`src/rtl/common_pkg.sv`:
```
// Shared pipeline types: thread/register ids, pointer and word types,
// DTLB page numbers and the physical address type used by the data memory.
package common;

    localparam int n_threads     = 4;
    localparam int PAGE_BITS_DEF = 12;

    typedef logic [$clog2(n_threads)-1:0] threadid_t;
    typedef logic [4:0]                   regid_t;
    typedef logic [31:0]                  vptr_t;
    typedef logic [31:0]                  word_t;
    typedef logic [19:0]                  vpn_t;
    typedef logic [7:0]                   ppn_t;

    typedef enum logic [1:0] {
        TLBW_NONE = 2'd0,
        TLBW_ITLB = 2'd1,
        TLBW_DTLB = 2'd2
    } tlbwrite_t;

    // Physical address: page frame number concatenated with the page offset.
    typedef logic [$bits(ppn_t)+PAGE_BITS_DEF-1:0] paddr_t;

endpackage

```
`src/rtl/stage_tl_pkg.sv`:
```
// Local definitions of the translate/load stage: FSM state encoding,
// counter limit and the memory-operation qualifier.
package stage_tl_pkg;

    typedef enum logic {
        ST_IDLE   = 1'b0,
        ST_ACCESS = 1'b1
    } tl_state_t;

    localparam logic [15:0] MISS_CNT_MAX = 16'hFFFF;

    // A memory op only touches the DTLB/memory when the instruction is live.
    function automatic logic is_mem_op(input logic flag_mem, input logic isvalid);
        return flag_mem & isvalid;
    endfunction

endpackage

```
`src/rtl/stage_tl_if.sv`:
```
// Data-memory bus between the translate/load stage (master) and memory (slave).
// The address is a physical address: {ppn, page offset}.
interface stage_tl_if #(
    parameter int PAGE_BITS = 12
);
    import common::*;

    localparam int PA_BITS = $bits(ppn_t) + PAGE_BITS;

    logic               mem_req;
    logic               mem_we;
    logic [3:0]         mem_be;
    logic [PA_BITS-1:0] mem_addr;
    word_t              mem_wdata;
    logic               mem_ack;
    word_t              mem_rdata;

    modport master (
        output mem_req, mem_we, mem_be, mem_addr, mem_wdata,
        input  mem_ack, mem_rdata
    );

    modport slave (
        input  mem_req, mem_we, mem_be, mem_addr, mem_wdata,
        output mem_ack, mem_rdata
    );

endinterface

```
`src/rtl/tl_byte_lane.sv`:
```
// Byte-lane steering for the data memory: byte enables, store data
// replication and load byte extraction (zero-extended). Purely combinational.
module tl_byte_lane
    import common::*;
(
    input  logic       isbyte,
    input  logic [1:0] byte_off,
    input  word_t      store_data,
    input  word_t      load_data,
    output logic [3:0] be,
    output word_t      wdata,
    output word_t      load_word
);

    logic [7:0] lanes [4];

    for (genvar gi = 0; gi < 4; gi++) begin : g_lane
        // Word access enables every lane; byte access enables only the addressed one.
        assign be[gi]           = !isbyte || (byte_off == 2'(gi));
        // Byte stores put the low byte on every lane so memory can pick any of them.
        assign wdata[8*gi +: 8] = isbyte ? store_data[7:0] : store_data[8*gi +: 8];
        assign lanes[gi]        = load_data[8*gi +: 8];
    end

    assign load_word = isbyte ? {24'h0, lanes[byte_off]} : load_data;

endmodule

```
`src/rtl/stage_tl.sv`:
```
// Translate/load stage: looks up the DTLB for memory ops, performs the data
// memory access (holding the pipeline with stall until mem_ack) and hands a
// registered tl_* bundle to writeback as a one-cycle tl_valid pulse.
// Optional feature: define STAGE_TL_MISS_COUNT_EN to add per-thread
// saturating DTLB miss counters on port dtlb_miss_cnt.
module stage_tl
    import common::*;
    import stage_tl_pkg::*;
#(
    parameter int PAGE_BITS = 12
) (
    input  logic       clk,
    input  logic       rst_n,

    input  logic       ex_valid,
    input  threadid_t  ex_thread,
    input  logic       ex_isvalid,
    input  logic       ex_itlb_miss,
    input  regid_t     ex_dst,
    input  vptr_t      ex_pc,
    input  word_t      ex_r2,
    input  word_t      ex_alu,
    input  logic       ex_isequal,
    input  word_t      ex_mul,
    input  logic       ex_flag_mem,
    input  logic       ex_flag_store,
    input  logic       ex_flag_isbyte,
    input  logic       ex_flag_mul,
    input  logic       ex_flag_reg,
    input  logic       ex_flag_jump,
    input  logic       ex_flag_branch,
    input  logic       ex_flag_iret,
    input  tlbwrite_t  ex_flag_tlbwrite,

    output logic       stall,

    output vpn_t       dtlb_vpn,
    input  ppn_t       dtlb_ppn,
    input  logic       dtlb_hit,

    stage_tl_if.master mem,

`ifdef STAGE_TL_MISS_COUNT_EN
    output logic [15:0] dtlb_miss_cnt [n_threads],
`endif

    output logic       tl_valid,
    output threadid_t  tl_thread,
    output logic       tl_isvalid,
    output logic       tl_itlb_miss,
    output logic       tl_dtlb_miss,
    output regid_t     tl_dst,
    output vptr_t      tl_pc,
    output word_t      tl_r2,
    output word_t      tl_data,
    output logic       tl_isequal,
    output word_t      tl_mul,
    output logic       tl_flag_mul,
    output logic       tl_flag_reg,
    output logic       tl_flag_jump,
    output logic       tl_flag_branch,
    output logic       tl_flag_iret,
    output tlbwrite_t  tl_flag_tlbwrite
);

    localparam int PA_BITS = $bits(ppn_t) + PAGE_BITS;

    tl_state_t          state_reg;
    logic               pend_isbyte_reg;
    logic               pend_store_reg;
    logic [1:0]         pend_off_reg;

    logic               is_mem;
    logic [PA_BITS-1:0] pa_next;
    logic               lane_isbyte;
    logic [1:0]         lane_off;
    logic [3:0]         lane_be;
    word_t              lane_wdata;
    word_t              lane_load;

    assign is_mem   = is_mem_op(ex_flag_mem, ex_isvalid);
    assign stall    = (state_reg == ST_ACCESS);
    assign dtlb_vpn = ex_alu[PAGE_BITS +: $bits(vpn_t)];

    // Physical address of the access; word accesses are forced to word alignment.
    always_comb begin
        pa_next = {dtlb_ppn, ex_alu[PAGE_BITS-1:0]};
        if (!ex_flag_isbyte) begin
            pa_next[1:0] = 2'b00;
        end
    end

    // In IDLE the lanes steer the incoming store; in ACCESS they extract the load.
    assign lane_isbyte = (state_reg == ST_IDLE) ? ex_flag_isbyte : pend_isbyte_reg;
    assign lane_off    = (state_reg == ST_IDLE) ? ex_alu[1:0]    : pend_off_reg;

    tl_byte_lane u_byte_lane (
        .isbyte     (lane_isbyte),
        .byte_off   (lane_off),
        .store_data (ex_r2),
        .load_data  (mem.mem_rdata),
        .be         (lane_be),
        .wdata      (lane_wdata),
        .load_word  (lane_load)
    );

    // Stage FSM: accept in IDLE, wait for the memory ack in ACCESS; all outputs registered.
    always_ff @(posedge clk or negedge rst_n) begin
        if (!rst_n) begin
            state_reg        <= ST_IDLE;
            pend_isbyte_reg  <= 1'b0;
            pend_store_reg   <= 1'b0;
            pend_off_reg     <= 2'b00;
            mem.mem_req      <= 1'b0;
            mem.mem_we       <= 1'b0;
            mem.mem_be       <= 4'b0000;
            mem.mem_addr     <= '0;
            mem.mem_wdata    <= '0;
            tl_valid         <= 1'b0;
            tl_thread        <= '0;
            tl_isvalid       <= 1'b0;
            tl_itlb_miss     <= 1'b0;
            tl_dtlb_miss     <= 1'b0;
            tl_dst           <= '0;
            tl_pc            <= '0;
            tl_r2            <= '0;
            tl_data          <= '0;
            tl_isequal       <= 1'b0;
            tl_mul           <= '0;
            tl_flag_mul      <= 1'b0;
            tl_flag_reg      <= 1'b0;
            tl_flag_jump     <= 1'b0;
            tl_flag_branch   <= 1'b0;
            tl_flag_iret     <= 1'b0;
            tl_flag_tlbwrite <= TLBW_NONE;
        end else begin
            tl_valid <= 1'b0;
            case (state_reg)
                ST_IDLE: begin
                    if (ex_valid) begin
                        // Passthrough fields are captured once at accept time.
                        tl_thread        <= ex_thread;
                        tl_isvalid       <= ex_isvalid;
                        tl_itlb_miss     <= ex_itlb_miss;
                        tl_dtlb_miss     <= 1'b0;
                        tl_dst           <= ex_dst;
                        tl_pc            <= ex_pc;
                        tl_r2            <= ex_r2;
                        tl_data          <= ex_alu;
                        tl_isequal       <= ex_isequal;
                        tl_mul           <= ex_mul;
                        tl_flag_mul      <= ex_flag_mul;
                        tl_flag_reg      <= ex_flag_reg;
                        tl_flag_jump     <= ex_flag_jump;
                        tl_flag_branch   <= ex_flag_branch;
                        tl_flag_iret     <= ex_flag_iret;
                        tl_flag_tlbwrite <= ex_flag_tlbwrite;
                        if (is_mem && !dtlb_hit) begin
                            // DTLB miss: kill the instruction, report the faulting VA.
                            tl_valid     <= 1'b1;
                            tl_isvalid   <= 1'b0;
                            tl_dtlb_miss <= 1'b1;
                        end else if (is_mem) begin
                            state_reg       <= ST_ACCESS;
                            mem.mem_req     <= 1'b1;
                            mem.mem_we      <= ex_flag_store;
                            mem.mem_be      <= lane_be;
                            mem.mem_addr    <= pa_next;
                            mem.mem_wdata   <= lane_wdata;
                            pend_isbyte_reg <= ex_flag_isbyte;
                            pend_store_reg  <= ex_flag_store;
                            pend_off_reg    <= ex_alu[1:0];
                        end else begin
                            tl_valid <= 1'b1;
                        end
                    end
                end
                ST_ACCESS: begin
                    if (mem.mem_ack) begin
                        // Stores keep the VA already in tl_data; loads take memory data.
                        state_reg   <= ST_IDLE;
                        mem.mem_req <= 1'b0;
                        tl_valid    <= 1'b1;
                        if (!pend_store_reg) begin
                            tl_data <= lane_load;
                        end
                    end
                end
                default: begin
                    state_reg <= ST_IDLE;
                end
            endcase
        end
    end

`ifdef STAGE_TL_MISS_COUNT_EN
    logic        miss_event;
    logic [15:0] miss_cnt_reg [n_threads];

    assign miss_event = (state_reg == ST_IDLE) && ex_valid && is_mem && !dtlb_hit;

    for (genvar gi = 0; gi < n_threads; gi++) begin : g_miss_cnt
        // Saturating per-thread count of DTLB misses seen at accept.
        always_ff @(posedge clk or negedge rst_n) begin
            if (!rst_n) begin
                miss_cnt_reg[gi] <= '0;
            end else if (miss_event && (ex_thread == threadid_t'(gi))
                         && (miss_cnt_reg[gi] != MISS_CNT_MAX)) begin
                miss_cnt_reg[gi] <= miss_cnt_reg[gi] + 16'd1;
            end
        end
        assign dtlb_miss_cnt[gi] = miss_cnt_reg[gi];
    end
`endif

endmodule
```
`src/flat_wrapper.sv`:
```
// flat-port wrapper written by rule: the top's interface ports become plain ports
module stage_tl_flat import common::*; import stage_tl_pkg::*;
#(
    parameter int PAGE_BITS = 12
)
  (clk, rst_n, ex_valid, ex_thread, ex_isvalid, ex_itlb_miss, ex_dst, ex_pc, ex_r2, ex_alu, ex_isequal, ex_mul, ex_flag_mem, ex_flag_store, ex_flag_isbyte, ex_flag_mul, ex_flag_reg, ex_flag_jump, ex_flag_branch, ex_flag_iret, ex_flag_tlbwrite, stall, dtlb_vpn, dtlb_ppn, dtlb_hit, tl_valid, tl_thread, tl_isvalid, tl_itlb_miss, tl_dtlb_miss, tl_dst, tl_pc, tl_r2, tl_data, tl_isequal, tl_mul, tl_flag_mul, tl_flag_reg, tl_flag_jump, tl_flag_branch, tl_flag_iret, tl_flag_tlbwrite, mem_mem_req, mem_mem_we, mem_mem_be, mem_mem_addr, mem_mem_wdata, mem_mem_ack, mem_mem_rdata);
  stage_tl_if #(.PAGE_BITS(PAGE_BITS)) mem_i ();
  input  logic clk;
  input  logic rst_n;
  input  logic ex_valid;
  input  threadid_t ex_thread;
  input  logic ex_isvalid;
  input  logic ex_itlb_miss;
  input  regid_t ex_dst;
  input  vptr_t ex_pc;
  input  word_t ex_r2;
  input  word_t ex_alu;
  input  logic ex_isequal;
  input  word_t ex_mul;
  input  logic ex_flag_mem;
  input  logic ex_flag_store;
  input  logic ex_flag_isbyte;
  input  logic ex_flag_mul;
  input  logic ex_flag_reg;
  input  logic ex_flag_jump;
  input  logic ex_flag_branch;
  input  logic ex_flag_iret;
  input  tlbwrite_t ex_flag_tlbwrite;
  output logic stall;
  output vpn_t dtlb_vpn;
  input  ppn_t dtlb_ppn;
  input  logic dtlb_hit;
  output logic tl_valid;
  output threadid_t tl_thread;
  output logic tl_isvalid;
  output logic tl_itlb_miss;
  output logic tl_dtlb_miss;
  output regid_t tl_dst;
  output vptr_t tl_pc;
  output word_t tl_r2;
  output word_t tl_data;
  output logic tl_isequal;
  output word_t tl_mul;
  output logic tl_flag_mul;
  output logic tl_flag_reg;
  output logic tl_flag_jump;
  output logic tl_flag_branch;
  output logic tl_flag_iret;
  output tlbwrite_t tl_flag_tlbwrite;
  output wire logic [$bits(mem_i.mem_req)-1:0] mem_mem_req;
  output wire logic [$bits(mem_i.mem_we)-1:0] mem_mem_we;
  output wire logic [$bits(mem_i.mem_be)-1:0] mem_mem_be;
  output wire logic [$bits(mem_i.mem_addr)-1:0] mem_mem_addr;
  output wire logic [$bits(mem_i.mem_wdata)-1:0] mem_mem_wdata;
  input wire logic [$bits(mem_i.mem_ack)-1:0] mem_mem_ack;
  input wire logic [$bits(mem_i.mem_rdata)-1:0] mem_mem_rdata;
  assign mem_mem_req = mem_i.mem_req;
  assign mem_mem_we = mem_i.mem_we;
  assign mem_mem_be = mem_i.mem_be;
  assign mem_mem_addr = mem_i.mem_addr;
  assign mem_mem_wdata = mem_i.mem_wdata;
  assign mem_i.mem_ack = mem_mem_ack;
  assign mem_i.mem_rdata = mem_mem_rdata;
  stage_tl #(.PAGE_BITS(PAGE_BITS)) u_core (.clk(clk), .rst_n(rst_n), .ex_valid(ex_valid), .ex_thread(ex_thread), .ex_isvalid(ex_isvalid), .ex_itlb_miss(ex_itlb_miss), .ex_dst(ex_dst), .ex_pc(ex_pc), .ex_r2(ex_r2), .ex_alu(ex_alu), .ex_isequal(ex_isequal), .ex_mul(ex_mul), .ex_flag_mem(ex_flag_mem), .ex_flag_store(ex_flag_store), .ex_flag_isbyte(ex_flag_isbyte), .ex_flag_mul(ex_flag_mul), .ex_flag_reg(ex_flag_reg), .ex_flag_jump(ex_flag_jump), .ex_flag_branch(ex_flag_branch), .ex_flag_iret(ex_flag_iret), .ex_flag_tlbwrite(ex_flag_tlbwrite), .stall(stall), .dtlb_vpn(dtlb_vpn), .dtlb_ppn(dtlb_ppn), .dtlb_hit(dtlb_hit), .mem(mem_i), .tl_valid(tl_valid), .tl_thread(tl_thread), .tl_isvalid(tl_isvalid), .tl_itlb_miss(tl_itlb_miss), .tl_dtlb_miss(tl_dtlb_miss), .tl_dst(tl_dst), .tl_pc(tl_pc), .tl_r2(tl_r2), .tl_data(tl_data), .tl_isequal(tl_isequal), .tl_mul(tl_mul), .tl_flag_mul(tl_flag_mul), .tl_flag_reg(tl_flag_reg), .tl_flag_jump(tl_flag_jump), .tl_flag_branch(tl_flag_branch), .tl_flag_iret(tl_flag_iret), .tl_flag_tlbwrite(tl_flag_tlbwrite));
endmodule
```
`config.mk`:
```
export PLATFORM = sky130hd
export DESIGN_NAME = stage_tl_flat
export DESIGN_NICKNAME = d
export VERILOG_FILES = /design/src/rtl/common_pkg.sv /design/src/rtl/stage_tl_pkg.sv /design/src/rtl/stage_tl_if.sv /design/src/rtl/tl_byte_lane.sv /design/src/rtl/stage_tl.sv /design/src/flat_wrapper.sv
export SDC_FILE = /design/constraint.sdc
export NUM_CORES = 1
export LEC_CHECK = 0
export CAP_MARGIN = 0
export CORE_AREA = 5 5 203 205
export DETAILED_ROUTE_END_ITERATION = 12
export DIE_AREA = 0 0 208 210
export HOLD_SLACK_MARGIN = 0.15
export PLACE_DENSITY_LB_ADDON = 0.3
export SLEW_MARGIN = 40
export SYNTH_ARGS = -nofsm -noshare
export SYNTH_HDL_FRONTEND = slang
export SYNTH_HIERARCHICAL = 1
export SYNTH_SLANG_ARGS = --single-unit
```
`constraint.sdc`:
```
create_clock -name clk -period 4.9 [get_ports clk]
set_input_delay 0.98 -clock clk [delete_from_list [all_inputs] [get_ports clk]]
set_output_delay 0.98 -clock clk [all_outputs]
set_load 0.03 [all_outputs]
```
Word level (Yosys, flattened, before mapping)

Cells that the tools add are included.

Memories: 0
Output and inout port bits: 226
Memory bits (read-only): 0
Register bits: 209
Logic and storage cells: 81
RAM bits: 0
Input port bits: 193
Bits in latches: 0

Add/sub/neg operators: 0
Order comparisons: 1
Muxes and demuxes: 31
Reduce and logical (&&, ||, !) cells: 12
Shift-type cells: 0
Multipliers: 0
Div/mod/pow operators: 0
Equality and inequality tests: 8
Bitwise gates (word level): 4

Operators by type and width:

| cell                                                                    | number |
|---|---|
| 32-bit 2-to-1 mux                                                       | 4 |
| 32-bit one-hot mux with 2 select lines                                  | 1 |
| 8-bit 2-to-1 mux                                                        | 5 |
| 8-bit binary-select mux with 2-bit select                               | 1 |
| 1-bit 2-to-1 mux                                                        | 15 |
| 2-bit inequality test, second input constant                            | 4 |
| 4-bit AND reduction                                                     | 2 |
| 1-bit one-hot mux with 2 select lines                                   | 3 |
| 2-bit == test, second input constant                                    | 2 |
| 1-bit logical OR                                                        | 4 |
| 2-bit 2-to-1 mux                                                        | 2 |
| 3-bit greater-or-equal comparator, second input constant                | 1 |
| 2-bit inverter with 3-bit output                                        | 1 |
| 3-bit AND reduction                                                     | 1 |
| 2-bit by 1-bit == test with 1-bit output, second input constant         | 1 |
| 1-bit logical NOT                                                       | 2 |
| 2-bit logical NOT                                                       | 1 |
| 2-bit by 1-bit inequality test with 1-bit output, second input constant | 1 |
| 1-bit inverter                                                          | 2 |
| 2-bit AND reduction                                                     | 1 |
| 1-bit AND                                                               | 1 |
| 1-bit logical AND                                                       | 1 |

Depth between registers and ports, before layout

Gate-level depths: netlist (run 1).

Depth in word-level cells: 9
Depth in mapped cells: 11
Mapped depth without buffers: 7

By module

Netlist (run 1), hierarchy kept.

Modules (own cells, without submodules):

| module       | times used | area each (um^2) | cells an instance | sequential area each (um^2) |
|---|---|---|---|---|
| stage_tl     | 1          | 8398.1           | 761               | 5230.0 |
| tl_byte_lane | 1          | 887.1            | 138               | 0.0 |

Worst setup path before layout (run 1)

Ideal clock, no wire load.

Kind: register to register
From: register u_core.state_reg (netlist: u_core/stall)
To: register u_core.tl_data[2]
Cell stages (with the launch flop): 9
Required time: 4.775 ns
Buffers on the path: 3
Clock period less this slack: 2.419 ns
Arrival time: 2.294 ns
Slack: 2.481 ns
Library setup time: 0.125 ns
Cell sequence: dfrtp_1 buf_2 buf_2 mux2_2 buf_6 o21ai_4 a221oi_2 mux2_2 mux2_2

Elaborated cells between the ends (all ways): 15
Those cells by class: eq/ne (3); mux (9); bitwise (2); reduce/logical (1)

RTL lines:

| what                                   | line               | source |
|---|---|---|
| from (decl)                            | stage_tl.sv:68     | `tl_state_t state_reg;` |
| from (signal assigned)                 | stage_tl.sv:110    | `state_reg <= ST_IDLE;` |
| from (signal assigned)                 | stage_tl.sv:164    | `state_reg <= ST_ACCESS;` |
| from (signal assigned)                 | stage_tl.sv:181    | `state_reg <= ST_IDLE;` |
| 1-bit 2-to-1 mux                       | stage_tl.sv:94     | `assign lane_isbyte = (state_reg == ST_IDLE) ? ex_flag_isbyte : pend_isbyte_reg;` |
| via u_core.lane_isbyte                 | stage_tl.sv:75     | `logic lane_isbyte;` |
| 32-bit 2-to-1 mux                      | tl_byte_lane.sv:25 | `assign load_word = isbyte ? {24'h0, lanes[byte_off]} : load_data;` |
| via u_core.lane_load[2]                | stage_tl.sv:79     | `word_t lane_load;` |
| 32-bit 2-to-1 mux                      | stage_tl.sv:184    | `if (!pend_store_reg) begin` |
| 32-bit 2-to-1 mux                      | stage_tl.sv:179    | `if (mem.mem_ack) begin` |
| 32-bit one-hot mux with 2 select lines | stage_tl.sv:138    | `case (state_reg)` |
| to (signal assigned)                   | stage_tl.sv:149    | `tl_data <= ex_alu;` |
| to (signal assigned)                   | stage_tl.sv:185    | `tl_data <= lane_load;` |
| to (decl)                              | stage_tl.sv:55     | `output word_t tl_data,` |

The timed path passes the listed nets, and every way through them passes these cells. The select of a mux whose other input is x is not followed.
A chain may end at the register's enable or synchronous reset.

Worst setup path after layout (run 1)

From: input ex_alu[15]
To: output dtlb_vpn[3]

RTL lines:

| what        | line               | source |
|---|---|---|
| from (decl) | flat_wrapper.sv:17 | `input word_t ex_alu;` |
| to (decl)   | flat_wrapper.sv:30 | `output vpn_t dtlb_vpn;` |

No word-level cell between the ends.

==> results of run 1 <==
[cell families (layout without fill, tap and decap cells)]
kind of cell / count (synthesis) / count (layout) / share of synthesized area (%)
multiplexers: 129 / 129 / 15.8
buffers and inverters: 114 / 510 / 6.59
AND/OR/NAND/NOR: 402 / 402 / 17.8
flip-flops: 209 / 209 / 56.3
AO/OA/AOI/OAI: 45 / 45 / 3.48
[worst max-delay path by stage]
| stage | endpoint | cells after the start | slack, ps |
|---|---|---|---|
| 2_1_floorplan | u_core/tl_data[2] | 8 | 2480 |
| 3_3_place_gp | u_core/tl_data[2] | 7 | 1490 |
| 3_5_place_dp | u_core/tl_data[5] | 7 | 1460 |
| 4_1_cts | dtlb_vpn[3] | 2 | 1690 |
| 5_1_grt | stall | 1 | 1680 |
| 6_report | dtlb_vpn[3] | 2 | 1720 |
[metrics by stage]
| stage | util [%] | setup slack [ps] | area [sq um] |
|---|---|---|---|
| 2_1_floorplan | - | 2480 | 9290 |
| 3_3_place_gp | 35.0 | 1490 | 13800 |
| 3_5_place_dp | 35.1 | 1460 | 13800 |
| 4_1_cts | 37.3 | 1690 | 14700 |
| 5_1_grt | 37.3 | 1680 | 14700 |
| 6_report | 37.3 | 1720 | 14700 |
[layer usage]
metal / global-route usage, % / up-vias
met4: 2.65 / 2
li1: - / 3608
met3: 4.90 / 35
met5: 0 / -
met2: 23.9 / 256
met1: 18.1 / 3632
[final cells by class]
type                            count  area, sq um  area share (%)
Clock buffer                       33          696            4.75
Sequential cell                   209         5230            35.7
Multi-Input combinational cell    576         3450            23.5
Timing Repair Buffer              429         4320            29.5
Tap cell                          525          657            4.48
Clock inverter                     12          164            1.12
Inverter                           36          135           0.922
[layout by cell type (no fill, tap or decap)]
cell type	count
clkbuf_16	25
buf_16	1
dfrtp_1	208
nor2b_4	1
clkdlybuf4s50_1	417
a221oi_2	8
and2_1	1
clkinv_2	7
o21ai_2	1
clkbuf_1	4
buf_12	2
nand2b_4	1
mux2i_1	8
buf_8	1
inv_1	36
nor4bb_1	8
nand2_1	362
buf_4	7
dfrtp_4	1
or2_2	1
o31ai_1	1
nor2_4	1
nand2b_1	2
nand3_2	1
o21ai_4	1
mux2_4	6
buf_6	1
o21ai_0	34
nor2b_1	24
clkbuf_8	4
mux2_2	115
bufinv_16	4
clkinv_4	1
[power by group through the flow]
stage,sequential [uW],clock (uW),combinational [uW]
final,2190,1950,2000
after global routing,2230,2110,2110
after CTS,2190,2040,2030
after detailed placement,2220,0,2020
after global placement,2210,0,2010
after floorplan,2780,0,466
==> out/results.tsv, run 1 <==
metric	value	unit
status	complete, no violations	
Syn Inst Count	899	
Clock H-tree levels	1	
Slew headroom	45.0	%
Num CTS Buffers	25	
Core Region	39300	sq um
count leader, synth	nand2_1	
Yosys top cell area share	56.3	%
setup tns final	0	ps
pin count of the biggest net entering global routing	101	
Clk pwr share	31.8	%
antenna cells	0	
most frequent CP cell	clkdlybuf4s50_1	
die area	43700	sq um
# setup viols final	0	
final total power	6130	uW
vias	7533	
GPL Wtd Cong	0.798	
fill count	3939	
number of flops mapped to enable cells by yosys	0	
antenna violations before repair	1	
Hold Buf Count CTS	0	
R2R Setup Slk	2020	ps
Worst path slowest cell	clkdlybuf4s50_1	
synthesized cell area	9290	sq um
required time worst endpoint	3920	ps
vias per inst	4.14	
area leader, netlist	dfrtp_1	
Switching Share	32.9	%
M1 wire length	13600	um
RSZ-0062 raised after global routing	no	
Final Cycle Share	65.0	%
Setup Fix Bufs, Post-CTS	0	
Max rail drop VDD	0.244	mV
crit path DAT	2200	ps
Fin Hold WS	422	ps
Max Fclk	0.314	GHz
detailed placement HPWL	23500	um
DRC Markers	0	
share of cells above drive strength 1	14.7	%
post-synthesis sequential area ratio	56.3	%
Pre-antenna DRT Iters	4	
final clock skew	9.60	ps
Max-cap violations	0	
Worst-Margin Slew	823	ps
worst-path cell chain	clkdlybuf4s50_1 > clkdlybuf4s50_1	
WP buf/inv	2	
Synth area leaders	dfrtp_1, nand2_1, mux2_2	
CP Launch Type	input pin	
number of port buffers	418	
Reg clk slew, reported paths	50	ps
Area Overhead vs Synth	57.8	%
Root Buffer	clkbuf_16	
Yosys warning count	6	
Reg power frac	35.7	%
Starting Density	23.6	%
most frequent cells after synthesis	nand2_1, dfrtp_1, mux2_2, inv_1, o21ai_0	
vias in the first global route	7974	
First DRT Iteration DRCs	354	
start point of the critical path	ex_alu[15]	
Final Max Slew Viols	0	
PostCTS Resize Cnt	0	
Total Routed Length	32200	um
clk_lat worst skew	520	ps
WL per Instance	17.7	um
reg2reg end	u_core/tl_data[5]	
Synth Area per Inst	10.3	sq um
CP Class	in -> out	
met2 WL	15500	um
worst stage delay on the critical path	690	ps
row count	73	
combinational power share	32.6	%
GRT Total Usage	14.2	%
first-pass GRT wire length	49900	um
CTS sink cnt	209	
CTS tree	done	
CP top delay family	buffers and inverters	
min Tclk post-route	3180	ps
post-synthesis register bit count	209	
Synth cell types	25	
ys flop type	dfrtp_1	
Post-DRT Antenna Nets	0	
net switching power	2020	uW
num ports	419	
clock buffer depth	3	
leakage	0.00661	uW
GR Overflow Total	0	
Met3 Wirelength	2700	um
post-synth net total	1092	
Worst Reg2Reg Path Length in Cells	6	
Async SR Flop Fraction	100	%
pwr/cell area	418	nW/um^2
Hold Path Class	in -> async	
fin cells	1820	
placed insts	1775	
height of the die	210	um
CP Capture Type	output port	
die width	208	um
nets	1470	
Internal	4110	uW
CP Max Fanout	2	
Top Layer Used	met5	
reg-to-reg startpoint	u_core/stall	
Hold Fails Final Rpt	0	
No activity file was read; power rests on OpenSTA's default activity.
==> run 2: changes to the inputs <==
==> constraint.sdc (replaced) <==
create_clock -name clk -period 3.2 [get_ports clk]
set_input_delay 0.64 -clock clk [delete_from_list [all_inputs] [get_ports clk]]
set_output_delay 0.64 -clock clk [all_outputs]
set_load 0.03 [all_outputs]
==> out/results.tsv, run 2 (same netlist as run 1, synthesis figures left out) <==
metric	value	unit	change
RSZ-0062 raised after global routing	no		
Met3 Wirelength	2560	um	-5.3%
share of cells above drive strength 1	14.8	%	+0.15 points
First DRT Iteration DRCs	288		-19%
antenna violations before repair	1		unchanged
DRC Markers	0		unchanged
nets	1477		+0.48%
clock buffer depth	3		unchanged
Internal	6420	uW	+56%
Switching Share	32.6	%	-0.36 points
Reg power frac	35.1	%	-0.6 points
Max Fclk	0.394	GHz	
final core occ	37.7	%	+0.35 points
height of the die	210	um	unchanged
Hold Crit Depth	2		
detailed placement HPWL	23800	um	+0.98%
min-delay src	u_core/tl_pc[8]		
Worst Reg2Reg Path Length in Cells	7		+1
num ports	419		unchanged
CTS sink cnt	209		unchanged
fin cells	1828		+0.44%
min Tclk post-route	2540	ps	
Clk pwr share	32.5	%	+0.7 points
pin count of the biggest net entering global routing	116		+15%
most frequent cells in the layout	clkdlybuf4s50_1, nand2_1, dfrtp_1		
required time worst endpoint	2560	ps	-1360 ps
Area Overhead vs Synth	59.3	%	
leakage	0.00667	uW	+0.82%
Post-DRT Antenna Nets	0		unchanged
Starting Density	23.6	%	unchanged
worst stage delay on the critical path	750	ps	+60 ps
GRT Total Usage	14.3	%	+0.041 points
Root Buffer	clkbuf_16		
Hold Path Class	reg -> reg		
CP Launch Type	flip-flop		
vias in the first global route	8135		+2.0%
Num CTS Buffers	26		+4.0%
Clock H-tree levels	1		unchanged
CP Class	reg -> out		
Total Routed Length	32300	um	+0.15%
GR Overflow Total	0		unchanged
pwr/cell area	643	nW/um^2	+54%
reg2reg end	u_core/tl_data[6]		
placed insts	1780		+0.28%
CTS tree	done		
R2R Setup Slk	940	ps	-1080 ps
clk_lat worst skew	530	ps	about the same
WL per Instance	17.7	um	-0.29%
PostCTS Resize Cnt	0		unchanged
GPL Wtd Cong	0.801		+0.33%
CP Capture Type	output port		
crit path DAT	1900	ps	-300 ps
Pre-antenna DRT Iters	5		+1
Fin Hold WS	470	ps	+48.5 ps
Max-cap violations	0		unchanged
worst-path cell chain	clkdlybuf4s50_1		
setup tns final	0	ps	unchanged
CP top delay family	buffers and inverters		
Setup Fix Bufs, Post-CTS	0		unchanged
Top Layer Used	met4		
reg-to-reg startpoint	u_core/stall		
M1 wire length	13400	um	-1.1%
WHS Endpoint	u_core/tl_pc[8]		
final clock skew	17.4	ps	+7.82 ps
net switching power	3100	uW	+54%
row count	73		unchanged
Hold Fails Final Rpt	0		unchanged
first-pass GRT wire length	49900	um	about the same
Final Cycle Share	79.3	%	
# setup viols final	0		unchanged
CP Max Fanout	16		+14
Reg clk slew, reported paths	60	ps	about the same
commonest non-fill, non-tap cell in the layout	clkdlybuf4s50_1		
Final Max Slew Viols	0		unchanged
die area	43700	sq um	unchanged
Worst-Margin Slew	719	ps	-104 ps
status	complete, no violations		
Area after DPL	13900	sq um	+0.63%
Max rail drop VDD	0.361	mV	+48%
Slew headroom	52.1	%	+7.0 points
met2 WL	15600	um	+0.67%
die width	208	um	unchanged
final instance area	14800	sq um	+0.95%
vias per inst	4.15		+0.25%
vias	7585		+0.69%
Worst path slowest cell	clkdlybuf4s50_1		
WP buf/inv	1		-1
Core Region	39300	sq um	unchanged
number of port buffers	418		unchanged
combinational power share	32.4	%	-0.2 points
fill count	3913		-0.66%
-- run 2: cell count changes in the layout (fill, tap and decap cells not counted), moves of 2 or more --
cell,before,now
clkbuf_16,25,27
clkinv_2,7,3
buf_12,2,8
clkbuf_1,4,7
-- run 2: power by group through the flow --
stage / registers, uW / clock network, uW / logic (uW)
after floorplan: 4260 / 0 / 714
after global placement: 3380 / 0 / 3110
after detailed placement: 3390 / 0 / 3120
after CTS: 3350 / 3230 / 3130
after global routing: 3410 / 3320 / 3260
final: 3340 / 3090 / 3080
-- run 2: metrics by stage --
step                total power (uW)  setup WS, ps
floorplan                       4970           781
global placement                6490           491
detailed placement              6510           484
CTS                             9720           615
global route                    9980           556
finish                          9520           663
-- run 2: layout make-up --
| cell class | count | area [sq um] | area share [%] |
|---|---|---|---|
| Tap cell | 525 | 657 | 4.44 |
| Timing Repair Buffer | 435 | 4420 | 29.9 |
| Clock inverter | 8 | 143 | 0.964 |
| Multi-Input combinational cell | 576 | 3450 | 23.3 |
| Antenna cell | 1 | 2.50 | 0.0169 |
| Inverter | 36 | 135 | 0.913 |
| Sequential cell | 209 | 5230 | 35.4 |
| Clock buffer | 38 | 757 | 5.12 |
-- run 2: repair_timing --
item                       in CTS  in global routing
setup endpoints to repair       0                  0
hold buffers                    1                  0
hold endpoints to repair       10                  0
-- run 2: how the worst max path moves through the flow --
| stage | startpoint | to | slack, ps | depth (start not counted) |
|---|---|---|---|---|
| floorplan | u_core/stall | u_core/tl_data[2] | 780 | 8 |
| global placement | ex_alu[0] | u_core/tl_data[4] | 490 | 8 |
| detailed placement | ex_alu[0] | u_core/tl_data[6] | 480 | 8 |
| CTS | u_core/stall | stall | 610 | 1 |
| global route | u_core/stall | stall | 560 | 1 |
| finish | u_core/stall | stall | 660 | 1 |
-- run 2: layer usage --
layer	GRT usage (%)	up-vias
li1	-	3624
met1	17.8	3642
met2	24.2	280
met3	4.93	39
met4	3.06	0
met5	0	-
==> run 3: changes to the inputs <==
==> constraint.sdc (replaced) <==
create_clock -name clk -period 2.54 [get_ports clk]
set_input_delay 0.508 -clock clk [delete_from_list [all_inputs] [get_ports clk]]
set_output_delay 0.508 -clock clk [all_outputs]
set_load 0.03 [all_outputs]
==> out/results.tsv, run 3 (same netlist as run 1, synthesis figures left out) <==
metric	value	unit	change
crit path to	dtlb_vpn[0]		
most frequent CP cell	clkdlybuf4s50_1		
vias	7560		-0.33%
share of cells above drive strength 1	15.1	%	+0.31 points
CP top delay family	buffers and inverters		
Area after DPL	14000	sq um	+0.52%
final instance area	14800	sq um	-0.29%
min Tclk post-route	2260	ps	
Max Fclk	0.443	GHz	
number of port buffers	418		unchanged
Hold Path Class	reg -> reg		
final total power	11600	uW	+22%
Reg clk slew, reported paths	60	ps	about the same
GPL Wtd Cong	0.806		+0.65%
worst-path cell chain	clkdlybuf4s50_1 > clkdlybuf4s50_1		
Pre-antenna DRT Iters	4		-1
DRC Markers	0		unchanged
CTS sink cnt	209		unchanged
final clock skew	15.2	ps	-2.24 ps
CP Launch Type	input pin		
FF/Latch Area	5230	sq um	unchanged
Starting Density	23.6	%	unchanged
first-pass GRT wire length	49400	um	-0.84%
reg-to-reg startpoint	u_core/stall		
clk_lat worst skew	520	ps	about the same
pwr/cell area	784	nW/um^2	+22%
First DRT Iteration DRCs	310		+7.6%
row count	73		unchanged
antenna violations before repair	1		unchanged
R2R Setup Slk	470	ps	-470 ps
Post-DRT Antenna Nets	0		unchanged
Final Cycle Share	88.8	%	
num ports	419		unchanged
Area Overhead vs Synth	58.9	%	
required time worst endpoint	2030	ps	-530 ps
detailed placement HPWL	23900	um	+0.51%
Worst path slowest cell	clkdlybuf4s50_1		
nets	1484		+0.47%
commonest non-fill, non-tap cell in the layout	clkdlybuf4s50_1		
die area	43700	sq um	unchanged
# setup viols final	0		unchanged
Max-cap violations	0		unchanged
Hold Fails Final Rpt	0		unchanged
fill count	3922		+0.23%
RSZ-0062 raised after global routing	no		
die width	208	um	unchanged
reg2reg end	u_core/tl_data[3]		
worst stage delay on the critical path	700	ps	-50 ps
leakage	0.00666	uW	-0.14%
CP Class	in -> out		
Worst-Margin Slew	670	ps	-48.6 ps
CTS tree	done		
PostCTS Resize Cnt	0		unchanged
vias per inst	4.12		-0.60%
crit path DAT	1750	ps	-150 ps
setup tns final	0	ps	unchanged
GRT Total Usage	14.0	%	-0.22 points
area of the multi-input gates	3450	sq um	unchanged
most frequent cells in the layout	clkdlybuf4s50_1, nand2_1, dfrtp_1		
Core Region	39300	sq um	unchanged
Total Routed Length	32100	um	-0.44%
GR Overflow Total	0		unchanged
WL per Instance	17.5	um	-0.71%
status	complete, no violations		
WP buf/inv	2		+1
CP Capture Type	output port		
height of the die	210	um	unchanged
Clock H-tree levels	1		unchanged
pin count of the biggest net entering global routing	116		unchanged
antenna cells	0		-1
WP depth	2		+1
Root Buffer	clkbuf_16		
Num CTS Buffers	25		-3.8%
Max rail drop VDD	0.383	mV	+6.1%
CP Max Fanout	2		-14
Final Max Slew Viols	0		unchanged
vias in the first global route	8027		-1.3%
clock buffer depth	3		unchanged
Worst Reg2Reg Path Length in Cells	7		unchanged
Slew headroom	55.3	%	+3.2 points
start point of the critical path	ex_alu[12]		
## run 3: how the worst min path moves through the flow
stage                              from  cells past startpoint                    endpoint
CTS                 ex_flag_tlbwrite[0]                      3  u_core/tl_flag_tlbwrite[0]
global placement                  rst_n                      1           u_core/tl_mul[13]
floorplan                         rst_n                      0      u_core/mem.mem_addr[0]
global route           u_core/tl_r2[30]                      2            u_core/tl_r2[30]
detailed placement                rst_n                      1          u_core/mem.mem_req
finish                  u_core/tl_pc[0]                      2             u_core/tl_pc[0]
## run 3: where the power goes
part	switching (uW)	internal, uW	total (uW)
combinational	2150	1750	3900
sequential	310	3900	4210
clock	1400	2050	3460
total	3860	7700	11600
## run 3: layout make-up
class | count | area share (%)
repair buffers | 443 | 30.4
inverters | 36 | 0.916
flip-flops and latches | 209 | 35.5
clock inverters | 7 | 0.449
multi-input cells | 576 | 23.4
clock buffers | 37 | 4.89
well taps | 525 | 4.45
## run 3: timing repair
item / CTS / global route
endpoints found under the hold margin: 48 / 0
hold buffers: 1 / 0
buffers inserted: 0 / 0
## run 3: stage by stage
step	std cells	util [%]	hold slack (ps)	setup WS (ps)
finish	1833	37.6	471	284
global route	1833	37.6	490	206
CTS	1833	37.6	473	240
detailed placement	1788	35.5	461	47.2
global placement	1788	35.5	457	86.2
floorplan	899	-	212	121
## run 3: layer usage
layer,GRT usage (%),share of wire [%],vias to the layer above
li1,-,-,3625
met1,17.4,42,3633
met2,24.1,49,268
met3,4.70,7.8,32
met4,2.81,1.4,2
met5,0,0.022,-
